--- src/rtl/arty_reset_sequencer.sv ---
// Reset sequencer for Arty A7 top levels: holds every domain in reset, optionally
// waits for memory calibration, then releases domains in staggered order.
module arty_reset_sequencer #(
  parameter int num_domains_p     = 3,
  parameter int hold_cycles_p     = 32'h200_0000,
  parameter int stagger_cycles_p  = 16,
  parameter int calib_timeout_p   = 0,
  parameter int auto_recal_p      = 1,
  parameter int num_err_p         = 3,
  parameter int seq_count_width_p = 8
) (
  input  logic                         clk_i,
  input  logic                         reset_n_i,
  input  logic                         reset_req_i,
  input  logic                         calib_done_i,
  input  logic [num_err_p-1:0]         error_i,
  output logic [num_domains_p-1:0]     domain_reset_o,
  output logic                         busy_o,
  output logic [num_err_p-1:0]         err_sticky_o,
  output logic                         calib_timeout_o,
  output logic [seq_count_width_p-1:0] seq_count_o
);

  localparam int CNT_MAX_HS = (hold_cycles_p > stagger_cycles_p) ? hold_cycles_p : stagger_cycles_p;
  localparam int CNT_MAX    = (CNT_MAX_HS > calib_timeout_p) ? CNT_MAX_HS : calib_timeout_p;
  localparam int CNT_W      = $clog2(CNT_MAX + 1);
  localparam int IDX_W      = $clog2(num_domains_p) + 1;

  localparam logic [CNT_W-1:0] HOLD_LAST    = CNT_W'(hold_cycles_p - 1);
  localparam logic [CNT_W-1:0] STAGGER_LAST = CNT_W'(stagger_cycles_p - 1);
  localparam logic [CNT_W-1:0] TIMEOUT_LAST = CNT_W'((calib_timeout_p > 0) ? calib_timeout_p - 1 : 0);
  localparam logic [IDX_W-1:0] IDX_LAST     = IDX_W'(num_domains_p - 1);

  typedef enum logic [1:0] {HOLD, WAIT_CALIB, RELEASE, RUN} state_t;

  state_t           state;
  logic [CNT_W-1:0] cnt;
  logic [IDX_W-1:0] idx;
  logic             restart;
  logic             timeout_hit;

  function automatic logic [seq_count_width_p-1:0] sat_inc(input logic [seq_count_width_p-1:0] v);
    return (&v) ? v : v + 1'b1;
  endfunction

  // Requests that throw an in-flight or running sequence back to HOLD.
  always_comb begin
    restart = 1'b0;
    case (state)
      WAIT_CALIB, RELEASE: restart = reset_req_i;
      RUN:                 restart = reset_req_i || ((auto_recal_p != 0) && !calib_done_i);
      default:             restart = 1'b0;
    endcase
  end

  assign timeout_hit = (calib_timeout_p > 0) && (cnt == TIMEOUT_LAST);

  always_ff @(posedge clk_i) begin
    if (!reset_n_i) begin
      state           <= HOLD;
      cnt             <= '0;
      idx             <= '0;
      domain_reset_o  <= '1;
      busy_o          <= 1'b1;
      err_sticky_o    <= '0;
      calib_timeout_o <= 1'b0;
      seq_count_o     <= '0;
    end else begin
      err_sticky_o <= err_sticky_o | error_i;
      if (restart) begin
        // Errors seen on the clear edge survive into the new sequence.
        state           <= HOLD;
        cnt             <= '0;
        idx             <= '0;
        domain_reset_o  <= '1;
        busy_o          <= 1'b1;
        err_sticky_o    <= error_i;
        calib_timeout_o <= 1'b0;
      end else begin
        case (state)
          HOLD: begin
            if (reset_req_i) begin
              cnt <= '0;
            end else if (cnt == HOLD_LAST) begin
              state <= WAIT_CALIB;
              cnt   <= '0;
            end else begin
              cnt <= cnt + 1'b1;
            end
          end
          WAIT_CALIB: begin
            if (calib_done_i || timeout_hit) begin
              if (!calib_done_i) calib_timeout_o <= 1'b1;
              domain_reset_o[0] <= 1'b0;
              idx               <= IDX_W'(1);
              cnt               <= '0;
              if (num_domains_p == 1) begin
                state       <= RUN;
                busy_o      <= 1'b0;
                seq_count_o <= sat_inc(seq_count_o);
              end else begin
                state <= RELEASE;
              end
            end else begin
              cnt <= cnt + 1'b1;
            end
          end
          RELEASE: begin
            if (cnt == STAGGER_LAST) begin
              for (int i = 1; i < num_domains_p; i++) begin
                if (idx == IDX_W'(i)) domain_reset_o[i] <= 1'b0;
              end
              idx <= idx + 1'b1;
              cnt <= '0;
              if (idx == IDX_LAST) begin
                state       <= RUN;
                busy_o      <= 1'b0;
                seq_count_o <= sat_inc(seq_count_o);
              end
            end else begin
              cnt <= cnt + 1'b1;
            end
          end
          default: ;
        endcase
      end
    end
  end

endmodule

--- config.mk ---
export PLATFORM = sky130hd
export DESIGN_NAME = arty_reset_sequencer
export DESIGN_NICKNAME = d
export VERILOG_FILES = /design/src/rtl/arty_reset_sequencer.sv
export SDC_FILE = /design/constraint.sdc
export NUM_CORES = 1
export LEC_CHECK = 0
export CELL_PAD_IN_SITES_DETAIL_PLACEMENT = 0
export CELL_PAD_IN_SITES_GLOBAL_PLACEMENT = 1
export CORE_ASPECT_RATIO = 0.9
export CORE_MARGIN = 2
export CORE_UTILIZATION = 43
export DETAILED_ROUTE_END_ITERATION = 16
export MAX_ROUTING_LAYER = met4
export PLACE_DENSITY = 0.81
export SLEW_MARGIN = 20
export SYNTH_ARGS = -nofsm -noshare
export SYNTH_HDL_FRONTEND = slang
export SYNTH_SLANG_ARGS = --single-unit
--- constraint.sdc ---
create_clock -name clk_i -period 2.61 [get_ports clk_i]
set_input_delay 0.783 -clock clk_i [delete_from_list [all_inputs] [get_ports clk_i]]
set_output_delay 0.783 -clock clk_i [all_outputs]
set_load 0.02 [all_outputs]
==> results.txt, run 1 <==
----------------------------------------------------
[Clock tree]
  CTS buffer count ... 5
  Later-pin clock latency in the skew report ... 0.30 ns
  Number of setup buffers added after CTS ... 0
  CTS root buf ... sky130_fd_sc_hd__clkbuf_8
  CTS max path bufs ... 2
  TritonCTS clock tree ... yes
  Hold buffers post-CTS ... 0
  Resized Gates After CTS ... 0
  H-tree depth ... 2
  Total clock sinks ... 45
  Register clock-pin slew on the reported worst setup and hold paths ... 0.09 ns

[Floorplanning]
  Die span in x ... 87.7 um
  Die Height ... 79.3 um
  Number of I/O pins ... 23
  Starting density of the core ... 44.3%
  Area of the placeable core ... 6110 sq um
  Number of rows created at floorplan ... 27
  Area of the die ... 6960 sq um

[Setup path]
  Critical path arrival ... 2.54 ns
  Worst setup path startpoint ... cnt[0]$_SDFFE_PP0P_
  Crit path capture type ... flop
  Worst Path Required ... 2.85 ns
  Worst path top cell family by delay ... simple AND/OR/NAND/NOR gates
  Max incr delay on CP ... 0.54 ns
  Cells traversed along the worst timing path ... ha_1, nand3_1, nor3_4, nand4_4, or4_1, a21boi_1
  CP max-delay cell ... sky130_fd_sc_hd__or4_1
  Largest fanout on the critical path ... 7
  Reg-to-Reg Start ... cnt[0]$_SDFFE_PP0P_
  Number of buffers and inverters on the critical path ... 0
  Worst setup path class ... reg -> reg
  Type of origin of the critical path ... flop

[Worst hold path]
  Startpoint of the tightest hold check path ... domain_reset_o[0]$_SDFFE_PP1P_
  Class of the tightest hold or removal check ... reg -> reg

[Layout]
  Diode insertion count for antenna repair ... 0
  Fraction of final layout cells sized beyond drive strength 1 ... 9.54%
  Count of nets after finishing ... 385
  Finished Cell Area ... 3180 sq um
  Sequential cell area ... 901 sq um
  Share of the core filled with cells in the final layout ... 52.1%
  Fillcell total ... 586
  Multi-input gate area in the final layout ... 1680 sq um
  Area growth from synthesis to final layout ... 17.4%
  Non-Filler Instances ... 454

[Synthesis]
  Flops & latches, synth ... 45
  Part of the Yosys area used for sequential elements ... 33.2%
  Top flip-flop cell by instance count after synthesis ... sky130_fd_sc_hd__dfxtp_1
  Largest cells by area after synthesis ... sky130_fd_sc_hd__dfxtp_1 (33%), sky130_fd_sc_hd__nand2_1 (6.5%), sky130_fd_sc_hd__ha_1 (5.1%), sky130_fd_sc_hd__nor2_1 (3.3%), sky130_fd_sc_hd__xor2_1 (3.2%)
  Xor and xnor fraction of the mapped netlist area ... 3.88%
  Mux share of post-synthesis cell area ... 1.85%
  Fraction of registers with async set/reset ... 0%
  Share of the synthesized area in the top cell type ... 33.2%
  Main combinational cell family by area after synthesis ... simple AND/OR/NAND/NOR gates
  Compound-gate portion of the synthesized area ... 17.4%
  Distinct cells, synth ... 58
  Area fraction in and, or, nand and nor cells after synthesis ... 33.5%
  Post-synthesis instance total ... 340
  Syn. warnings ... 0
  Number of nets produced by synthesis ... 358
  Average footprint of a synthesized cell ... 7.97 sq um
  Adder and majority cell fraction of the synthesized area ... 5.08%
  Number of enable-type register cells in the synthesized netlist ... 0
  Syn Std Cell Area ... 2710 sq um
  Post-synth top area cell ... sky130_fd_sc_hd__dfxtp_1

[Flow run]
  Max-Cap Viols ... 0

[Drt]
  Drt first pass iters ... 4
  Post-DR vias/cell ... 5.54
  Number of nets with antenna violations after routing ... 0
  Detailed-route DRC error count ... 0
  WL/cell ... 14.3 um
  Violation count after the first detailed-routing iteration ... 131
  Final WL ... 6510 um
  Vias ... 2,515

[Placement]
  Dpl cell area ... 3100 sq um
  Post-detailed-placement half-perimeter wirelength ... 4760 um
  Total placed cells including tap cells ... 447
  Total of buffers placed on input and output ports ... 21
  GPL Wtd Cong ... 0.858

[Global routing]
  First-pass GRT wire length ... 11,200 um
  Maximum number of pins on one net before global-route repair ... 19
  Overall overflow remaining after global route ... 0
  GRT Util Overall ... 20.9%
  Initial antenna violation count ... 0
  Via count of the first global-routing pass ... 2,277

[Timing]
  Hold slack ... 0.452 ns
  RSZ-0062 raised after global routing ... false
  Number of hold violations in the final report ... 0
  Final period util ... 88.3%
  Min cycle time layout ... 2.30 ns
  Post-Route Skew ... 0.0140 ns
  Number of setup violations in the final report ... 0
  Final-layout setup total negative slack ... 0 ns
  Peak clock frequency supported by timing ... 434 MHz
  Max-slew violation total from the final report ... 0

[Pwr]
  Areal power density over the cells ... 379 nW/um^2
  Max rail drop VDD ... 0.000198 V
  Static leakage ... 1.08 nW

[Run status]
  Status ... finished, final reports clean

----------------------------------------------------
## registers in the layout (all words and copies together), names as in the netlist
| register | cells |
|---|---|
| busy_o | 1 |
| cnt | 26 |
| domain_reset_o | 2 |
| err_sticky_o | 3 |
| idx | 3 |
| seq_count_o | 8 |
| state | 2 |
## power by group
group	switching, mW	leakage [nW]	total (mW)	internal (mW)
sequential	0.00334	0.364	0.694	0.691
clock	0.237	0.0443	0.447	0.211
combinational	0.0352	0.667	0.0664	0.0312
## tightest hold or removal path: cells and delay by family, from the launching register on
kind / cells / cell delay, ns
flip-flops: 1 / 0.32
AND/OR/NAND/NOR: 2 / 0.09
## path summary, 6_finish.rpt
path	to	slack (ns)	cells after the start
max	seq_count_o[4]$_SDFFE_PN0P_	0.31	6
min	domain_reset_o[0]$_SDFFE_PP1P_	0.45	2
max reg2reg	seq_count_o[4]$_SDFFE_PN0P_	0.31	6
min reg2reg	domain_reset_o[0]$_SDFFE_PP1P_	0.45	2
## final cells by class
class | count | share of cell area, %
clock buffers | 7 | 2.71
inverters | 11 | 1.30
multi-input cells | 264 | 52.8
flip-flops and latches | 45 | 28.3
well taps | 87 | 3.42
repair buffers | 40 | 11.5
## cells in the mapped netlist, drive strengths merged, types with 2 or more instances
master,n
nand2,47
dfxtp,45
nor2,24
a21oi,15
nand3,15
clkbuf,14
nor4,13
nand4,12
ha,11
inv,11
nor3,11
and2,10
xor2,10
o21ai,9
nand2b,8
o22ai,7
a31oi,6
buf,6
nor2b,6
mux2i,5
o2111ai,5
o31ai,5
or4,5
and3,4
and4,4
o211ai,4
a21boi,3
nor3b,2
nor4b,2
o21a,2
o221ai,2
xnor2,2
## per-stage QoR
stage / worst slack, ns / total power [mW]
after floorplan: 0.487 / 0.743
after global placement: 0.118 / 0.776
after detailed placement: 0.0782 / 0.777
after CTS: 0.295 / 1.22
after global routing: 0.119 / 1.25
final: 0.305 / 1.21
## cells by family (layout without fill, tap and decap cells)
logic type	Yosys count	in the layout
buf+inv	31	58
mux	5	5
fa+ha+maj	11	11
compound gates	69	69
flops	45	45
xor+xnor	12	12
simple gates	166	166
other cells	1	1
## cell usage in the layout, fill, tap and decap left out, types with 4 or more instances in the layout
cell type                         instances
sky130_fd_sc_hd__buf_4                   18
sky130_fd_sc_hd__nand4_1                 11
sky130_fd_sc_hd__nand3_1                 14
sky130_fd_sc_hd__nor2b_1                  6
sky130_fd_sc_hd__clkdlybuf4s50_1         21
sky130_fd_sc_hd__o211ai_1                 4
sky130_fd_sc_hd__o21ai_0                  7
sky130_fd_sc_hd__dfxtp_1                 45
sky130_fd_sc_hd__ha_1                    11
sky130_fd_sc_hd__a21oi_1                 15
sky130_fd_sc_hd__nor4_1                  11
sky130_fd_sc_hd__nor2_1                  24
sky130_fd_sc_hd__and2_1                  10
sky130_fd_sc_hd__nand2b_1                 8
sky130_fd_sc_hd__nor3_1                  10
sky130_fd_sc_hd__o2111ai_1                5
sky130_fd_sc_hd__o31ai_1                  4
sky130_fd_sc_hd__clkbuf_8                 6
sky130_fd_sc_hd__and4_1                   4
sky130_fd_sc_hd__a31oi_1                  6
sky130_fd_sc_hd__o22ai_1                  7
sky130_fd_sc_hd__mux2i_1                  5
sky130_fd_sc_hd__and3_1                   4
sky130_fd_sc_hd__xor2_1                  10
sky130_fd_sc_hd__nand2_1                 47
sky130_fd_sc_hd__inv_1                   11
sky130_fd_sc_hd__or4_1                    4
## metal layers
metal	GRT usage (%)	vias to the layer above	part of all wire, %
met3	3.33	9	4.3
met5	-	-	0
met4	6.62	0	1.5
met1	31.2	1160	52
li1	-	1295	-
met2	28.6	51	42
No activity file was read; power rests on OpenSTA's default activity.
==> run 2, diff against run 1 <==
--- a/config.mk
+++ b/config.mk
@@ -13,7 +13,7 @@
 export DETAILED_ROUTE_END_ITERATION = 16
 export MAX_ROUTING_LAYER = met4
 export PLACE_DENSITY = 0.81
-export SLEW_MARGIN = 20
+export SLEW_MARGIN = 10
 export SYNTH_ARGS = -nofsm -noshare
 export SYNTH_HDL_FRONTEND = slang
 export SYNTH_SLANG_ARGS = --single-unit
==> results of run 2 <==
No change in the layout: final DEF, timing and power equal those of run 1.
==> run 3, diff against run 2 <==
--- a/config.mk
+++ b/config.mk
@@ -11,6 +11,7 @@
 export CORE_MARGIN = 2
 export CORE_UTILIZATION = 43
 export DETAILED_ROUTE_END_ITERATION = 16
+export HOLD_SLACK_MARGIN = 0.15
 export MAX_ROUTING_LAYER = met4
 export PLACE_DENSITY = 0.81
 export SLEW_MARGIN = 10
==> results of run 3 <==
No change in the layout: final DEF, timing and power equal those of run 1.
